## src/rtl/dabus_pkg.sv

```systemverilog
// Shared state encoding, beat width and byte-enable helper for the dabus packer.
package dabus_pkg;

    typedef enum logic {
        PACK  = 1'b0,
        FLUSH = 1'b1
    } state_t;

    localparam int BYTES_PER_BEAT = 8;

    // Byte count to an enable mask that is contiguous from bit 7; counts above 8 saturate.
    function automatic logic [7:0] cnt_to_be(input logic [3:0] cnt);
        logic [7:0] be;
        be = 8'h00;
        for (int i = 0; i < BYTES_PER_BEAT; i++) begin
            if (i < int'(cnt)) be[7-i] = 1'b1;
        end
        return be;
    endfunction

endpackage

```

## src/rtl/dabus_pack_if.sv

```systemverilog
// Input (LSB-aligned, byte-counted) and output (MSB-aligned, byte-enabled) streams of the packer.
interface dabus_pack_if;

    logic        s_valid;
    logic        s_ready;
    logic [63:0] s_data;
    logic [3:0]  s_nbytes;
    logic        s_last;

    logic        m_valid;
    logic        m_ready;
    logic [63:0] m_data;
    logic [7:0]  m_be;
    logic        m_last;

    modport slave (
        input  s_valid, s_data, s_nbytes, s_last, m_ready,
        output s_ready, m_valid, m_data, m_be, m_last
    );

    modport master (
        output s_valid, s_data, s_nbytes, s_last, m_ready,
        input  s_ready, m_valid, m_data, m_be, m_last
    );

endinterface

```

## src/rtl/dabus_be_gen.sv

```systemverilog
// Converts a byte count (0..8) into an MSB-contiguous byte enable.
module dabus_be_gen
    import dabus_pkg::*;
(
    input  logic [3:0] cnt,
    output logic [7:0] be
);

    assign be = cnt_to_be(cnt);

endmodule

```

## src/rtl/dabus_pack.sv

```systemverilog
// Packs LSB-aligned variable-length beats into full MSB-aligned 8-byte words.
// Optional oversize detection (err port) is built when DABUS_PACK_ERRCHK_EN is defined.
module dabus_pack
    import dabus_pkg::*;
#(
    parameter int MAX_PKT_BEATS = 32
) (
    input  logic        clk,
    input  logic        rst_n,
    dabus_pack_if.slave bus
`ifdef DABUS_PACK_ERRCHK_EN
    ,
    output logic        err
`endif
);

    state_t        state;
    state_t        state_nxt;
    logic [63:0]   acc;
    logic [63:0]   acc_nxt;
    logic [2:0]    fill;
    logic [2:0]    fill_nxt;
    logic [3:0]    nin;
    logic [3:0]    total;
    logic [63:0]   in_msb;
    logic [127:0]  merged;
    logic          out_free;
    logic          accept;
    logic          load;
    logic          load_last;
    logic [63:0]   load_data;
    logic [3:0]    be_cnt;
    logic [7:0]    be_val;

    assign nin      = (bus.s_nbytes > 4'd8) ? 4'd8 : bus.s_nbytes;
    assign total    = {1'b0, fill} + nin;
    assign out_free = !bus.m_valid || bus.m_ready;
    assign accept   = bus.s_valid && bus.s_ready;

    // Left-justify the input bytes (dropping anything above nin), then slot them in behind the residual.
    assign in_msb = bus.s_data << (7'd64 - {nin, 3'b000});
    assign merged = {acc, 64'd0} | ({in_msb, 64'd0} >> {fill, 3'b000});

    always_ff @(posedge clk or negedge rst_n) begin
        if (!rst_n) begin
            state <= PACK;
        end else begin
            state <= state_nxt;
        end
    end

    always_comb begin
        state_nxt = state;
        case (state)
            PACK:    if (accept && bus.s_last && total > 4'd8) state_nxt = FLUSH;
            FLUSH:   if (out_free) state_nxt = PACK;
            default: state_nxt = PACK;
        endcase
    end

    always_comb begin
        bus.s_ready = rst_n && (state == PACK) && out_free;
        load        = 1'b0;
        load_last   = 1'b0;
        load_data   = merged[127:64];
        be_cnt      = 4'd8;
        acc_nxt     = acc;
        fill_nxt    = fill;
        case (state)
            PACK: begin
                if (accept) begin
                    if (total >= 4'd8) begin
                        load      = 1'b1;
                        load_last = bus.s_last && (total == 4'd8);
                        acc_nxt   = merged[63:0];
                        fill_nxt  = total[2:0];
                    end else if (bus.s_last) begin
                        load      = 1'b1;
                        load_last = 1'b1;
                        be_cnt    = total;
                        acc_nxt   = 64'd0;
                        fill_nxt  = 3'd0;
                    end else begin
                        acc_nxt   = merged[127:64];
                        fill_nxt  = total[2:0];
                    end
                end
            end
            FLUSH: begin
                if (out_free) begin
                    load      = 1'b1;
                    load_last = 1'b1;
                    load_data = acc;
                    be_cnt    = {1'b0, fill};
                    acc_nxt   = 64'd0;
                    fill_nxt  = 3'd0;
                end
            end
            default: ;
        endcase
    end

    dabus_be_gen u_be_gen (
        .cnt (be_cnt),
        .be  (be_val)
    );

    always_ff @(posedge clk or negedge rst_n) begin
        if (!rst_n) begin
            acc         <= 64'd0;
            fill        <= 3'd0;
            bus.m_valid <= 1'b0;
            bus.m_data  <= 64'd0;
            bus.m_be    <= 8'h00;
            bus.m_last  <= 1'b0;
        end else begin
            acc  <= acc_nxt;
            fill <= fill_nxt;
            if (load) begin
                bus.m_valid <= 1'b1;
                bus.m_data  <= load_data;
                bus.m_be    <= be_val;
                bus.m_last  <= load_last;
            end else if (bus.m_ready) begin
                bus.m_valid <= 1'b0;
            end
        end
    end

`ifdef DABUS_PACK_ERRCHK_EN
    localparam int CNT_W = $clog2(MAX_PKT_BEATS + 2);

    logic [CNT_W-1:0] beat_cnt;
    logic [CNT_W-1:0] cnt_base;

    // The closing handshake of a packet and the first load of the next can share a cycle.
    assign cnt_base = (bus.m_valid && bus.m_ready && bus.m_last) ? '0 : beat_cnt;

    always_ff @(posedge clk or negedge rst_n) begin
        if (!rst_n) begin
            beat_cnt <= '0;
            err      <= 1'b0;
        end else begin
            err <= load && (cnt_base == CNT_W'(MAX_PKT_BEATS));
            if (load && (cnt_base != CNT_W'(MAX_PKT_BEATS + 1))) begin
                beat_cnt <= cnt_base + 1'b1;
            end else begin
                beat_cnt <= cnt_base;
            end
        end
    end
`else
    localparam int unused_max_pkt_beats = MAX_PKT_BEATS;
`endif

endmodule

```

## src/flat_wrapper.sv

```systemverilog
// flat-port wrapper written by rule: the top's interface ports become plain ports
module dabus_pack_flat import dabus_pkg::*;
#(
    parameter int MAX_PKT_BEATS = 32
)
  (clk, rst_n, bus_s_valid, bus_s_data, bus_s_nbytes, bus_s_last, bus_m_ready, bus_s_ready, bus_m_valid, bus_m_data, bus_m_be, bus_m_last);
  dabus_pack_if bus_i ();
  input  logic clk;
  input  logic rst_n;
  input wire logic [$bits(bus_i.s_valid)-1:0] bus_s_valid;
  input wire logic [$bits(bus_i.s_data)-1:0] bus_s_data;
  input wire logic [$bits(bus_i.s_nbytes)-1:0] bus_s_nbytes;
  input wire logic [$bits(bus_i.s_last)-1:0] bus_s_last;
  input wire logic [$bits(bus_i.m_ready)-1:0] bus_m_ready;
  output wire logic [$bits(bus_i.s_ready)-1:0] bus_s_ready;
  output wire logic [$bits(bus_i.m_valid)-1:0] bus_m_valid;
  output wire logic [$bits(bus_i.m_data)-1:0] bus_m_data;
  output wire logic [$bits(bus_i.m_be)-1:0] bus_m_be;
  output wire logic [$bits(bus_i.m_last)-1:0] bus_m_last;
  assign bus_i.s_valid = bus_s_valid;
  assign bus_i.s_data = bus_s_data;
  assign bus_i.s_nbytes = bus_s_nbytes;
  assign bus_i.s_last = bus_s_last;
  assign bus_i.m_ready = bus_m_ready;
  assign bus_s_ready = bus_i.s_ready;
  assign bus_m_valid = bus_i.m_valid;
  assign bus_m_data = bus_i.m_data;
  assign bus_m_be = bus_i.m_be;
  assign bus_m_last = bus_i.m_last;
  dabus_pack #(.MAX_PKT_BEATS(MAX_PKT_BEATS)) u_core (.clk(clk), .rst_n(rst_n), .bus(bus_i));
endmodule
```

## config.mk

```make
export PLATFORM = sky130hd
export DESIGN_NAME = dabus_pack_flat
export DESIGN_NICKNAME = d
export VERILOG_FILES = /design/src/rtl/dabus_pkg.sv /design/src/rtl/dabus_pack_if.sv /design/src/rtl/dabus_be_gen.sv /design/src/rtl/dabus_pack.sv /design/src/flat_wrapper.sv
export SDC_FILE = /design/constraint.sdc
export NUM_CORES = 1
export LEC_CHECK = 0
export CORE_MARGIN = 2
export CORE_UTILIZATION = 35
export DETAILED_ROUTE_END_ITERATION = 8
export SLEW_MARGIN = 20
export SYNTH_ARGS = -nofsm -noshare
export SYNTH_HDL_FRONTEND = slang
export SYNTH_SLANG_ARGS = --single-unit
export TNS_END_PERCENT = 20
```

## constraint.sdc

```tcl
create_clock -name clk -period 2.85 [get_ports clk]
set_input_delay 0.57 -clock clk [delete_from_list [all_inputs] [get_ports clk]]
set_output_delay 0.57 -clock clk [all_outputs]
set_load 0.01 [all_outputs]
```

==> flow_summary.yaml <==
outcome:
  outcome: "finished, final reports clean"
clocking:
  htreeDepth: 4
  hold_buffers: 0
  cts_num_sinks: 142
  cts_tree: "done"
  clk_pin_slew_worst_paths_ns: 0.07
  root_buffer: "clkbuf_16"
  cts.path.max_buffers: 2
  clkLatencyLatePin_ns: 0.43
  cts_buffers: 17
place:
  dp_cells: 1948
  gp_congestion: 0.964
  io_buffers: 147
  detailed_place_hpwl_um: 36400
  pre_cts_ws_ns: -1.01
yosys:
  synth_xor_xnor_area_share_pct: 0.420
  synth_nets: 1281
  ys_seq_area_share_pct: 34.0
  synth_compound_area_share_pct: 31.1
  synthDistinctLibCells: 66
  synthAdderAreaFrac_pct: 0.671
  yosysWarnings: 0
  synth_flop_cell: "dfrtp_1"
  yosys.area_share.simple_pct: 13.4
  netlist_instances: 1203
  synth.avg_cell_area_um2: 8.68
  synth_edf_count: 0
  async_reset_ff_share_pct: 100
  synth_seq_cells: 142
  synth_area_um2: 10400
  muxShareOfSynthArea_pct: 15.1
  synth_top_family_by_area: "compound AO/OA/AOI/OAI gates"
power_and_ir_drop:
  ir_drop_mv: 0.519
  power_density_nw_per_um2: 856
  cellLeakagePower_uw: 0.00697
sta:
  setup_ws_ns: 0.0772
  finalHoldViolCount: 0
  skew_ns: 0.0112
  period_needed_ns: 2.77
  fin_crit_sh_pct: 97.3
  slew_viol_final: 0
  worst_pin_slew_ns: 1.20
  setup_violations: 0
  fmax_ghz: 0.361
  rsz0062_at_grt: "no"
  max_slew_margin_pct: 19.4
finish:
  regArea_um2: 3550
  area_growth_pct: 55.0
  layout_common_cells: "buf_4, clkdlybuf4s50_1, dfrtp_1"
  drive_above_1_share_pct: 33.4
  nets: 1681
  antenna_cells: 0
  final_cells: 2006
  layout_commonest_cell: "buf_4"
  utilization_pct: 54.9
  multi_input_area_um2: 6930
  fillers: 2651
floorplanning:
  core_um2: 29500
  die_w_um: 177
  core.rowCount: 63
  ios: 148
  die_h_um: 177
  dieArea_um2: 31200
  initial_core_util_pct: 35.4
global_route:
  grtUsageTotal_pct: 30.8
  grt_pass1_wl_um: 72500
  grt_overflow_total: 0
  grt_pass1_vias: 11700
  antenna_found_initial: 0
  grt_max_degree: 145
setup_path:
  r2r_start: "u_core.fill[0]$_DFFE_PN0P_"
  reg2reg_slack_ns: 0.32
  worst_ep_arrival_time_ns: 3.11
  crit_required_ns: 3.19
  endpoint_kind: "flop"
  critPathKind: "in -> reg"
  startpoint_type: "primary input"
  slowest_delay_ns: 0.49
  worstPathCellList: "buf_2, nor2b_4, inv_8, ha_4, bufbuf_16, or4bb_1, o21ai_2, inv_1, a211oi_4, buf_4, mux2_4, nor4_1, a211oi_1"
  critPathSlowestCell: "or4bb_1"
  startpoint: "bus_s_nbytes[3]"
  path_max_fanout: 10
route:
  vias: 12100
  viasPerCell: 6.04
  drtIter0Drc: 1395
  drc_errors: 0
  drt-wirelength-per-cell_um: 24.2
  dr.pass1.iters: 6
  ant_nets: 0
  finalWirelength_um: 48600
min_path:
  hp-class: "in -> async"
job:
  maxCapViolations: 0
-- per-stage QoR --
step / instance area, um^2 / TNS [ns] / hold slack, ns / total power (uW)
6_report: 16200 / 0 / 0.274 / 13800
5_1_grt: 16200 / 0 / 0.349 / 14500
4_1_cts: 15800 / 0 / 0.327 / 13500
3_5_place_dp: 14800 / -107.51 / 0.471 / 10900
3_3_place_gp: 14800 / -98.69 / 0.461 / 10800
2_1_floorplan: 10700 / -27.61 / 0.274 / 7050
-- routing by layer --
layer	track usage [%]	up-vias	part of all wire, %
met5	0	-	0
met4	10.1	0	3.3
met3	5.39	91	9.1
met2	47.2	619	45
met1	43.9	5988	43
li1	-	5420	-
-- power by group --
part	total (uW)	switching, uW	leakage [uW]	internal (uW)
sequential	3480	643	0.00180	2840
clock	2360	1030	0.000287	1330
combinational	8010	4180	0.00488	3820
total	13800	5850	0.00697	7990
-- synthesized netlist by cell type, types with 15 or more instances --
cell type	count	area share, %
nand3_1	15	0.72
clkbuf_1	74	2.7
o21ai_0	100	4.8
a21oi_1	101	4.8
mux2_2	32	3.5
mux4_2	28	6.0
a211oi_1	15	1.1
nor2_1	91	3.3
a22o_1	33	2.8
a22oi_1	36	2.6
nand2_1	133	4.8
inv_1	27	0.97
dfrtp_1	142	34
mux2i_1	58	5.6
buf_2	17	0.82
nor3_1	21	1.0
o22ai_1	60	3.6
o221ai_1	20	1.7
o211ai_1	17	1.2
-- state kept, by name, indices dropped and copies added (netlist names) --
register	count
u_core.bus.m_valid	1
u_core.bus.m_last	1
u_core.bus.m_be	8
u_core.state	1
u_core.acc	64
u_core.fill	3
u_core.bus.m_data	64
-- worst paths after layout --
check,endpoint,cells after the start
min in group clk,u_core.bus.m_data[62]$_DFFE_PN0P_,2
worst max-delay path,u_core.bus.m_data[5]$_DFFE_PN0P_,13
worst max register to register,u_core.acc[22]$_DFFE_PN0P_,10
worst min-delay path,u_core.bus.m_be[1]$_DFFE_PN0P_,2
worst min register to register,u_core.bus.m_data[62]$_DFFE_PN0P_,2
max in group asynchronous,u_core.acc[58]$_DFFE_PN0P_,2
-- kinds of logic (layout without fill, tap and decap cells) --
family	after synthesis	after routing
buffers and inverters	133	546
adder cells (fa/ha/maj)	5	5
AND/OR/NAND/NOR	313	313
multiplexers	118	118
XOR/XNOR	5	5
AO/OA/AOI/OAI	487	487
flip-flops	142	142
-- repair_timing --
| item | in CTS | in global routing |
|---|---|---|
| endpoints found under the setup margin | 136 | 111 |
| cloned | 2 | 3 |
| buffers inserted | 12 | 9 |
| gates resized for setup | 57 | 69 |
| pin swaps | 13 | 18 |
-- worst max-delay path: cells and delay by family --
kind	cells	cell delay, ns
buffers and inverters	5	0.79
AOI/OAI and AO/OA	3	0.55
and+or+nand+nor	3	0.75
adders and majority gates	1	0.29
muxes	1	0.16
-- cell type report --
cell class	count	share of cell area (%)
multi-input cells	928	42.9
well taps	390	3.02
repair buffers	485	27.7
inverters	29	0.719
clock inverters	14	1.09
clock buffers	18	2.65
flip-flops and latches	142	22.0
(Power assumes the default switching activity.)
